File: src/rtl/traffic_phase_scheduler.sv
// rtl/traffic_phase_scheduler.sv - two-road traffic light phase sequencer with latched side-road request
module traffic_phase_scheduler #(
    parameter int MIN_GREEN    = 8,
    parameter int YELLOW_TIME  = 3,
    parameter int ALL_RED_TIME = 1,
    parameter int SIDE_GREEN   = 5
) (
    input  logic       clk,
    input  logic       rst_n,
    input  logic       tick,
    input  logic       button,
    input  logic       hold,
    output logic       main_red,
    output logic       main_yellow,
    output logic       main_green,
    output logic       side_red,
    output logic       side_yellow,
    output logic       side_green,
    output logic [2:0] state,
    output logic       req_pending
);

    typedef enum logic [2:0] {
        MG  = 3'd0,
        MY  = 3'd1,
        AR1 = 3'd2,
        SG  = 3'd3,
        SY  = 3'd4,
        AR2 = 3'd5
    } phase_t;

    localparam logic [7:0] MG_LAST = 8'(MIN_GREEN - 1);
    localparam logic [7:0] Y_LAST  = 8'(YELLOW_TIME - 1);
    localparam logic [7:0] AR_LAST = 8'(ALL_RED_TIME - 1);
    localparam logic [7:0] SG_LAST = 8'(SIDE_GREEN - 1);

    phase_t     state_q, state_d;
    logic [7:0] timer_q, timer_d;
    logic       req_q, req_d;

    always_ff @(posedge clk or negedge rst_n) begin
        if (!rst_n) begin
            state_q <= MG;
            timer_q <= '0;
            req_q   <= 1'b0;
        end else begin
            state_q <= state_d;
            timer_q <= timer_d;
            req_q   <= req_d;
        end
    end

    always_comb begin
        state_d = state_q;
        timer_d = timer_q;
        // Illegal codes recover immediately, even under hold
        if (state_q > AR2) begin
            state_d = MG;
        end else if (!hold && tick) begin
            case (state_q)
                MG: begin
                    if (timer_q >= MG_LAST) begin
                        if (req_q) state_d = MY;
                    end else begin
                        timer_d = timer_q + 8'd1;
                    end
                end
                MY:  if (timer_q == Y_LAST)  state_d = AR1; else timer_d = timer_q + 8'd1;
                AR1: if (timer_q == AR_LAST) state_d = SG;  else timer_d = timer_q + 8'd1;
                SG:  if (timer_q == SG_LAST) state_d = SY;  else timer_d = timer_q + 8'd1;
                SY:  if (timer_q == Y_LAST)  state_d = AR2; else timer_d = timer_q + 8'd1;
                AR2: if (timer_q == AR_LAST) state_d = MG;  else timer_d = timer_q + 8'd1;
                default: state_d = MG;
            endcase
        end
        if (state_d != state_q) timer_d = '0;
        // Entering side green serves the request; a same-cycle press is dropped
        if (state_d == SG && state_q != SG) req_d = 1'b0;
        else                                req_d = req_q | button;
    end

    always_comb begin
        main_red    = 1'b0;
        main_yellow = 1'b0;
        main_green  = 1'b0;
        side_red    = 1'b0;
        side_yellow = 1'b0;
        side_green  = 1'b0;
        case (state_q)
            MG: begin main_green  = 1'b1; side_red    = 1'b1; end
            MY: begin main_yellow = 1'b1; side_red    = 1'b1; end
            SG: begin main_red    = 1'b1; side_green  = 1'b1; end
            SY: begin main_red    = 1'b1; side_yellow = 1'b1; end
            default: begin main_red = 1'b1; side_red = 1'b1; end
        endcase
    end

    assign state       = state_q;
    assign req_pending = req_q;

endmodule

File: config.mk
export PLATFORM = sky130hd
export DESIGN_NAME = traffic_phase_scheduler
export DESIGN_NICKNAME = d
export VERILOG_FILES = /design/src/rtl/traffic_phase_scheduler.sv
export SDC_FILE = /design/constraint.sdc
export NUM_CORES = 1
export LEC_CHECK = 0
export CAP_MARGIN = 20
export CORE_ASPECT_RATIO = 2
export CORE_MARGIN = 5
export CORE_UTILIZATION = 35
export DETAILED_ROUTE_END_ITERATION = 8
export PLACE_DENSITY_LB_ADDON = 0.15
export SLEW_MARGIN = 20
export SYNTH_ARGS = -nofsm -noshare
export SYNTH_HDL_FRONTEND = slang
export SYNTH_SLANG_ARGS = --single-unit
File: constraint.sdc
create_clock -name clk -period 2.44 [get_ports clk]
set_input_delay 0.488 -clock clk [delete_from_list [all_inputs] [get_ports clk]]
set_output_delay 0.488 -clock clk [all_outputs]
set_load 0.02 [all_outputs]
==> results of run 1 <==
-- critical path, delay by kind of cell, from the launching register on --
kind	cells	cell delay, ps
buffers and inverters	1	630
DFF	1	660
and+or+nand+nor	1	330
-- cell families after synthesis --
group | synth area share, %
AO/OA/AOI/OAI | 25.86
XOR/XNOR | 4.437
adder cells (fa/ha/maj) | 3.803
buffers and inverters | 4.816
flip-flops | 30.42
multiplexers | 2.155
AND/OR/NAND/NOR | 28.52
-- registers in the layout, indices dropped and copies added, names as in the netlist --
signal	flops
state	3
req_pending	1
timer_q	8
-- Yosys cell counts, types with 2 or more instances --
master	instances
nor2b_1	3
or2_2	3
nand3_1	3
buf_2	2
inv_1	4
o211a_1	2
o21a_1	2
xnor2_1	3
or4_1	2
nand2_1	7
and3_1	2
o21ai_0	5
nor2_1	9
clkbuf_1	2
and2_1	2
o31ai_1	3
or3_1	3
nor3_1	5
xor2_1	2
a31oi_1	2
dfrtp_1	12
a21oi_1	5
ha_1	3
-- layer usage --
metal | share of wire (%) | GRT usage [%]
met5 | 0 | 0
met4 | 4.5 | 8.333
met3 | 4.0 | 2.760
met2 | 56 | 24.94
met1 | 36 | 14.03
-- power by group --
part,switching (mW),internal [mW]
combinational,0.401,0.346
sequential,0.117,0.248
clock,0.0626,0.108
total,0.581,0.702
-- final cells by class --
type	count	area, um^2	share of cell area [%]
Multi-Input combinational cell	89	639.4	53.12
Sequential cell	12	301.5	25.05
Timing Repair Buffer	18	170.2	14.14
Clock buffer	3	41.29	3.430
Tap cell	29	36.28	3.015
Inverter	4	15.01	1.247
-- final timing paths --
path | from | to | slack [ps] | depth (start not counted)
worst max register to register | timer_q[0]$_DFFE_PN0P_ | timer_q[3]$_DFFE_PN0P_ | 240 | 7
worst min register to register | timer_q[7]$_DFFE_PN0P_ | timer_q[7]$_DFFE_PN0P_ | 550 | 2
worst max-delay path | state[1]$_DFF_PN0_ | side_green | 100 | 2
worst min-delay path | timer_q[7]$_DFFE_PN0P_ | timer_q[7]$_DFFE_PN0P_ | 550 | 2
min in group asynchronous | rst_n | timer_q[2]$_DFFE_PN0P_ | 630 | 1
max in group asynchronous | rst_n | state[0]$_DFF_PN0_ | 1390 | 1
-- what timing repair did --
action                                  4_1_cts  5_1_grt
hold endpoints to repair                      0        0
endpoints found under the setup margin        0        1
resized for setup                             0        1
==> out/results.txt, run 1 <==
grt ovf: 0
final hold vios: 0
core area: 0.002736 mm^2
CP required: 1950 ps
Gate Count Post-Synth: 111
FMAX: 427.4 MHz
final net count: 136
Setup crit start kind: flop
Post-synth EDFFs: 0
commonest cells after routing, fill and taps aside: clkdlybuf4s50_1 (14), dfrtp_1 (11), nor2_1 (9)
critical path arrival: 1850 ps
CTS clk-pin slew, worst paths: 50 ps
non-filler cells, final: 155
Final Core Density: 43.99%
period utilization: 95.88%
Final WS setup: 100.5 ps
number of global-route vias before repair: 915
synth warn: 0
relative slew slack: 60.87%
layout cells sized above 1: 14.29%
Min-Delay Path Class: flop to flop
Synth area leaders: dfrtp_1 (30%), ha_1 (3.8%), nor2_1 (3.4%), nand2_1 (2.7%), o221ai_4 (2.7%)
first-pass GRT wire length: 4160 um
Starting DRT DRC Count: 13
DR DRC count: 0
status: finished clean
DP Worst Slack: 193.0 ps
maxcap violations: 0
syn avg cell area: 8.894 um^2
Root Buffer: clkbuf_8
Chip Width: 47.56 um
# hold bufs at CTS: 0
CTS Buffer Depth: 2
Post-DRT Antenna Nets: 0
Crit Path Class: flop to output pin
Worst path max stage delay: 660 ps
TNS Setup: 0 ps
Std-Cell Rows: 27
ys async rst share: 100.0%
actual slew at the worst max-slew pin: 585.0 ps
CTS sink cnt: 12
Slew Limit Fails: 0
initial antenna violation count: 0
drt first pass iters: 4
post-layout minimum cycle time: 2340 ps
CP max FO: 17
Critical Path, Cell by Cell: and3b_1, clkdlybuf4s50_1
final setup vio count: 0
pwr/cell area: 1066 mW/mm^2
post-route cell area: 0.001204 mm^2
top_reg_cell synth: dfrtp_1
H-tree depth: 1
post-synthesis cell area: 987.2 um^2
via density per instance: 5.974
wire per inst: 15.79 um
Post-CTS Setup Inserts: 0
maximum number of pins on one net before global-route repair: 18
Initial Util: 36.08%
leakage: 0.4874 nW
Unique masters post-synth: 48
buffers added on ports: 14
total number of vias: 926
Ports: 15
post-synth top area cell: dfrtp_1
Detailed Route WL: 2448 um
commonest non-fill, non-tap cell in the layout: clkdlybuf4s50_1
Filler Cell Count: 268
post-synth top area share: 30.42%
die area: 0.004047 mm^2
routability congestion estimate: 0.8771
CTS tree: done
Area growth syn-to-layout: 21.93%
worst-path cell with the longest stage delay: dfrtp_1
sequential area share after synthesis: 30.42%
dpl cells: 152
Worst-Skew Late Latency: 230 ps
CP endpoint kind: output pin
RSZ-0062 raised after global routing: false
Peak VDD IR: 0.3663 mV
Design Power: 1.283 mW
number of inserted diodes: 0
Mapped Nets: 119
Die Height: 85.11 um
GRT Total Usage: 14.18%
Num CTS Buffers: 3
#FFs+latches synth: 12
Detailed Place HPWL: 1969 um
final hold slack: 547.1 ps
clk_skew: 0.7942 ps
Placed Area: 0.001161 mm^2
No activity file was read; power rests on OpenSTA's default activity.
==> run 2, diff against run 1 <==
==> constraint.sdc (replaced) <==
create_clock -name clk -period 2.44 [get_ports clk]
set_input_delay 0.488 -clock clk [delete_from_list [all_inputs] [get_ports clk]]
set_output_delay 0.488 -clock clk [all_outputs]
set_load 0.1 [all_outputs]
==> run 2 against run 1 <==
  * Non-clock buffer count stayed put
  * Clock skew is 1.5 ps higher
  * Highest routed layer unchanged
  * Register-to-register slack better by 30 ps
  * Largest cell class unchanged
  * Critical path type is now flop to flop
  * Largest power group unchanged
  * Routed wire length is 11% higher
  * Clock power is 30% higher
  * Global-route usage is 0.39 points higher
  * Combinational power is 73% higher
  * Critical endpoint is now timer_q[3]$_DFFE_PN0P_
==> out/results.txt, run 2 (synthesis gave the netlist of run 1 again) <==
H-tree depth: 1 (unchanged)
largest reg by FF count: timer_q
CP top delay family: simple AND/OR/NAND/NOR gates
maximum number of pins on one net before global-route repair: 18 (unchanged)
Final Core Density: 47.37% (+3.4 points)
via density per instance: 5.904 (-1.2%)
footprint of the multi-input gates: 670.6 um^2 (+4.9%)
CTS tree: done
Post-DRT Antenna Nets: 0 (unchanged)
R2R depth: 7 (unchanged)
worst reg-to-reg setup slack: 270 ps (+30 ps)
TNS Setup: 0 ps (unchanged)
commonest cells after routing, fill and taps aside: buf_4 (9), dfrtp_1 (9), nor2_1 (8)
CTS Buffer Depth: 2 (unchanged)
Std-Cell Rows: 27 (unchanged)
number of global-route vias before repair: 924 (+0.98%)
CP bufs+invs: 1 (unchanged)
CP max FO: 8 (-9)
Min-Delay Path Class: flop to flop
GRT Total Usage: 14.57% (+0.39 points)
leakage: 0.5173 nW (+6.1%)
first-pass GRT wire length: 4229 um (+1.7%)
routability congestion estimate: 0.8692 (-0.90%)
maxcap violations: 0 (unchanged)
# hold bufs at CTS: 0 (unchanged)
final setup vio count: 0 (unchanged)
Detailed Place HPWL: 2111 um (+7.2%)
sequential cell area: 309.0 um^2 (+2.5%)
CTS resizes: 0 (unchanged)
CTS sink cnt: 12 (unchanged)
max reg flops: 8 (unchanged)
worst setup path end: timer_q[3]$_DFFE_PN0P_
pwr/cell area: 1472 mW/mm^2 (+38%)
Starting DRT DRC Count: 22 (+9)
Ports: 15 (unchanged)
CP endpoint kind: flop
drt first pass iters: 4 (unchanged)
worst-path cell with the longest stage delay: or4_1
critical path arrival: 2340 ps (+490 ps)
Area growth syn-to-layout: 31.31%
die area: 0.004047 mm^2 (unchanged)
Chip Width: 47.56 um (unchanged)
Worst path max stage delay: 520 ps (-140 ps)
period utilization: 89.01% (-6.9 points)
Worst-Skew Late Latency: 240 ps (about the same)
FMAX: 460.4 MHz (+7.7%)
CTS clk-pin slew, worst paths: 60 ps (about the same)
layout cells sized above 1: 28.35% (+14 points)
Setup crit start kind: flop
CP required: 2610 ps (+660 ps)
actual slew at the worst max-slew pin: 640.2 ps (+55.16 ps)
initial antenna violation count: 0 (unchanged)
Placed Area: 0.001241 mm^2 (+6.9%)
Initial Util: 36.08% (unchanged)
dpl cells: 152 (unchanged)
status: finished clean
final net count: 136 (unchanged)
R2R Path Start: timer_q[0]$_DFFE_PN0P_
Peak VDD IR: 0.6391 mV (+74%)
Root Buffer: clkbuf_8
post-route cell area: 0.001296 mm^2 (+7.7%)
Filler Cell Count: 260 (-3.0%)
Critical Path, Cell by Cell: inv_1, ha_1, and2_1, a32o_1, o21a_1, or4_1, a21oi_1
Crit Path Class: flop to flop
core area: 0.002736 mm^2 (unchanged)
relative slew slack: 57.19% (-3.7 points)
number of cells on the critical path: 7 (+5)
number of inserted diodes: 0 (unchanged)
buffers added on ports: 14 (unchanged)
clk_skew: 2.297 ps (+1.502 ps)
DR DRC count: 0 (unchanged)
grt ovf: 0 (unchanged)
Detailed Route WL: 2725 um (+11%)
Worst R2R End: timer_q[3]$_DFFE_PN0P_
RSZ-0062 raised after global routing: false
Num CTS Buffers: 3 (unchanged)
final hold vios: 0 (unchanged)
total number of vias: 921 (-0.54%)
wire per inst: 17.47 um (+11%)
post-layout minimum cycle time: 2172 ps (-167.6 ps)
Slew Limit Fails: 0 (unchanged)
beginning of the critical path: timer_q[0]$_DFFE_PN0P_
non-filler cells, final: 156 (+0.65%)
Post-CTS Setup Inserts: 0 (unchanged)
Die Height: 85.11 um (unchanged)
-- run 2: cell types whose count changed in the layout (fill, tap and decap cells not counted), sizes merged --
cell / previous run / this run
buf: 4 / 14
clkbuf: 3 / 4
clkdlybuf4s50: 14 / 4
-- run 2: metal layers --
| layer | part of all wire (%) | vias to the layer above | GRT usage, % | wire, um |
|---|---|---|---|---|
| li1 | - | 444 | - | - |
| met1 | 35 | 438 | 12.84 | 950 |
| met2 | 56 | 27 | 26.65 | 1513 |
| met3 | 4.5 | 12 | 2.548 | 123 |
| met4 | 5.1 | 0 | 9.804 | 138 |
| met5 | 0 | - | 0 | 0 |
-- run 2: how the worst min path moves through the flow --
stage                                     start                     to  slack [ps]  depth (start not counted)
final                     req_pending$_DFF_PN0_  req_pending$_DFF_PN0_         540                          1
after global placement    req_pending$_DFF_PN0_  req_pending$_DFF_PN0_         530                          1
after CTS                 req_pending$_DFF_PN0_  req_pending$_DFF_PN0_         540                          1
after global routing      req_pending$_DFF_PN0_  req_pending$_DFF_PN0_         570                          1
after detailed placement  req_pending$_DFF_PN0_  req_pending$_DFF_PN0_         530                          1
after floorplan                           rst_n  req_pending$_DFF_PN0_         190                          0
-- run 2: worst register-to-register path, delay by kind of cell, from the launching register on --
family	cells	cell delay [ps]
AOI/OAI and AO/OA	3	610
buffers and inverters	1	80
adders and majority gates	1	300
DFF	1	410
and+or+nand+nor	2	700
-- run 2: area by class of cell --
| type | instances | area share, % |
|---|---|---|
| multi-input cells | 89 | 51.74 |
| flip-flops and latches | 12 | 23.84 |
| repair buffers | 18 | 16.02 |
| clock buffers | 4 | 4.247 |
| well taps | 29 | 2.799 |
| inverters | 4 | 1.351 |
-- run 2: where the power goes --
part,total (mW),internal (mW),switching (mW)
clock,0.223,0.143,0.0805
combinational,1.29,0.443,0.846
sequential,0.395,0.257,0.138
total,1.91,0.843,1.06
-- run 2: metrics by stage --
stage | total power, mW | hold WS (ps) | setup WS (ps)
CTS | 1.916 | 544.1 | 266.7
global route | 2.007 | 565.3 | 140.1
global placement | 1.677 | 528.5 | 264.2
floorplan | 1.332 | 192.4 | -134.2
detailed placement | 1.686 | 531.2 | 201.3
finish | 1.907 | 540.6 | 268.1
==> run 3, diff against run 2 <==
--- a/config.mk
+++ b/config.mk
@@ -5,9 +5,9 @@
 export SDC_FILE = /design/constraint.sdc
 export NUM_CORES = 1
 export LEC_CHECK = 0
+export ABC_CLOCK_PERIOD_IN_PS = 2440
 export CAP_MARGIN = 20
 export CORE_ASPECT_RATIO = 2
-export CORE_MARGIN = 5
 export CORE_UTILIZATION = 35
 export DETAILED_ROUTE_END_ITERATION = 8
 export PLACE_DENSITY_LB_ADDON = 0.15
==> run 3 against run 2 <==
  * Non-clock buffer count decreased by 2
  * Final cell count decreased by 1.9%
  * Cell area decreased by 2.0%
  * Count of clock-buffer cells in the layout unchanged
  * Worst hold slack improved by 11 ps
  * Setup slack improved by 5.2 ps
  * Core utilization increased by 1.4 points
  * Sequential share of layout area increased by 0.49 points
  * Flip-flop and latch count unchanged
  * Combinational power decreased by 4%
  * Critical path depth decreased by 2
  * Sequential power about the same
  * Critical path type unchanged
  * Highest routed layer unchanged
==> out/results.txt, run 3 (synthesis gave the netlist of run 1 again) <==
status: finished clean
commonest non-fill, non-tap cell in the layout: dfrtp_1
sequential cell area: 309.0 um^2 (unchanged)
Crit Path Class: flop to flop
core area: 0.002603 mm^2 (-4.9%)
CP endpoint kind: flop
CTS sink cnt: 12 (unchanged)
relative slew slack: 59.80% (+2.6 points)
commonest cells after routing, fill and taps aside: dfrtp_1 (9), nor2_1 (8), nand2_1 (7), buf_4 (7)
CTS Buffer Depth: 2 (unchanged)
Die Height: 77.11 um (-9.4%)
Area growth syn-to-layout: 28.64%
drt first pass iters: 4 (unchanged)
Num CTS Buffers: 3 (unchanged)
CTS resizes: 0 (unchanged)
Filler Cell Count: 254 (-2.3%)
Chip Width: 39.56 um (-17%)
Detailed Place HPWL: 2015 um (-4.6%)
Placed Area: 0.001225 mm^2 (-1.3%)
leakage: 0.5021 nW (-2.9%)
Std-Cell Rows: 26 (-3.7%)
maximum number of pins on one net before global-route repair: 18 (unchanged)
wire per inst: 16.80 um (-3.8%)
GRT Total Usage: 19.01% (+4.4 points)
CTS clk-pin slew, worst paths: 60 ps (about the same)
Root Buffer: clkbuf_8
layout cells sized above 1: 26.40% (-1.9 points)
# hold bufs at CTS: 0 (unchanged)
routability congestion estimate: 0.8372 (-3.7%)
Post-CTS Setup Inserts: 0 (unchanged)
initial antenna violation count: 0 (unchanged)
Setup crit start kind: flop
Slew Limit Fails: 0 (unchanged)
max reg flops: 8 (unchanged)
Design Power: 1.831 mW (-4.0%)
RSZ-0062 raised after global routing: false
CP max FO: 9 (+1)
Critical Path, Cell by Cell: or3_1, a211oi_1, o31ai_4, o221ai_4, nor2_1
number of inserted diodes: 0 (unchanged)
pwr/cell area: 1442 mW/mm^2 (-2.0%)
die area: 0.003050 mm^2 (-25%)
period utilization: 88.80% (-0.22 points)
number of global-route vias before repair: 886 (-4.1%)
clk_skew: 1.851 ps (-0.4459 ps)
final net count: 134 (-1.5%)
DR DRC count: 0 (unchanged)
worst-path cell with the longest stage delay: or3_1
final setup vio count: 0 (unchanged)
via density per instance: 5.869 (-0.59%)
footprint of the multi-input gates: 670.6 um^2 (unchanged)
actual slew at the worst max-slew pin: 601.0 ps (-39.17 ps)
total number of vias: 898 (-2.5%)
Post-DRT Antenna Nets: 0 (unchanged)
Starting DRT DRC Count: 28 (+27%)
largest reg by FF count: timer_q
Detailed Route WL: 2570 um (-5.7%)
CP required: 2560 ps (-50 ps)
FMAX: 461.5 MHz (+0.24%)
Peak VDD IR: 0.6112 mV (-4.4%)
Ports: 15 (unchanged)
Worst path max stage delay: 540 ps (+20 ps)
post-route cell area: 0.001270 mm^2 (-2.0%)
first-pass GRT wire length: 4015 um (-5.1%)
grt ovf: 0 (unchanged)
CTS tree: done
buffers added on ports: 14 (unchanged)
Min-Delay Path Class: flop to flop
critical path arrival: 2290 ps (-50 ps)
post-layout minimum cycle time: 2167 ps (-5.250 ps)
Worst-Skew Late Latency: 250 ps (about the same)
H-tree depth: 1 (unchanged)
final hold vios: 0 (unchanged)
Initial Util: 37.93% (+1.9 points)
maxcap violations: 0 (unchanged)
==> run 3: critical path: cells and delay by family (launching register included) <==
family	cells	cell delay, ps
DFF	1	410
AOI/OAI and AO/OA	3	1000
and+or+nand+nor	2	630
==> run 3: path summary, 6_finish.rpt <==
check	end	start	slack (ps)	cells past startpoint
max	timer_q[4]$_DFFE_PN0P_	timer_q[5]$_DFFE_PN0P_	270	5
min	timer_q[7]$_DFFE_PN0P_	timer_q[7]$_DFFE_PN0P_	550	2
max reg2reg	timer_q[4]$_DFFE_PN0P_	timer_q[5]$_DFFE_PN0P_	270	5
min reg2reg	timer_q[7]$_DFFE_PN0P_	timer_q[7]$_DFFE_PN0P_	550	2
max in group asynchronous	state[2]$_DFF_PN0_	rst_n	1380	1
min in group asynchronous	state[0]$_DFF_PN0_	rst_n	620	1
==> run 3: final cells by class <==
type	instances	area share, %
clock buffers	4	3.547
inverters	4	1.379
multi-input cells	89	52.81
flip-flops and latches	12	24.33
well taps	28	2.759
repair buffers	16	15.17
==> run 3: power breakdown <==
| part | total, mW | internal (mW) | switching, mW |
|---|---|---|---|
| Clock | 0.200 | 0.116 | 0.0838 |
| Combinational | 1.24 | 0.417 | 0.819 |
| Sequential | 0.395 | 0.256 | 0.139 |
==> run 3: routing by layer <==
layer  GRT usage [%]  share of wire [%]  wire length, um
met3           2.601                2.1               55
met1           17.22                 36              921
met2           33.77                 55             1421
met5               0                  0                0
met4           13.79                6.7              171
==> run 3: through the flow <==
| stage | worst slack [ps] | hold WS [ps] | TNS [ps] | std cells | util, % |
|---|---|---|---|---|---|
| 2_1_floorplan | -134.2 | 192.4 | -696.4 | 111 | - |
| 3_3_place_gp | 268.3 | 535.5 | 0 | 149 | 47.07 |
| 3_5_place_dp | 197.5 | 537.2 | 0 | 149 | 47.07 |
| 4_1_cts | 247.8 | 550.4 | 0 | 153 | 48.80 |
| 5_1_grt | 140.6 | 561.0 | 0 | 153 | 48.80 |
| 6_report | 273.3 | 551.6 | 0 | 153 | 48.80 |
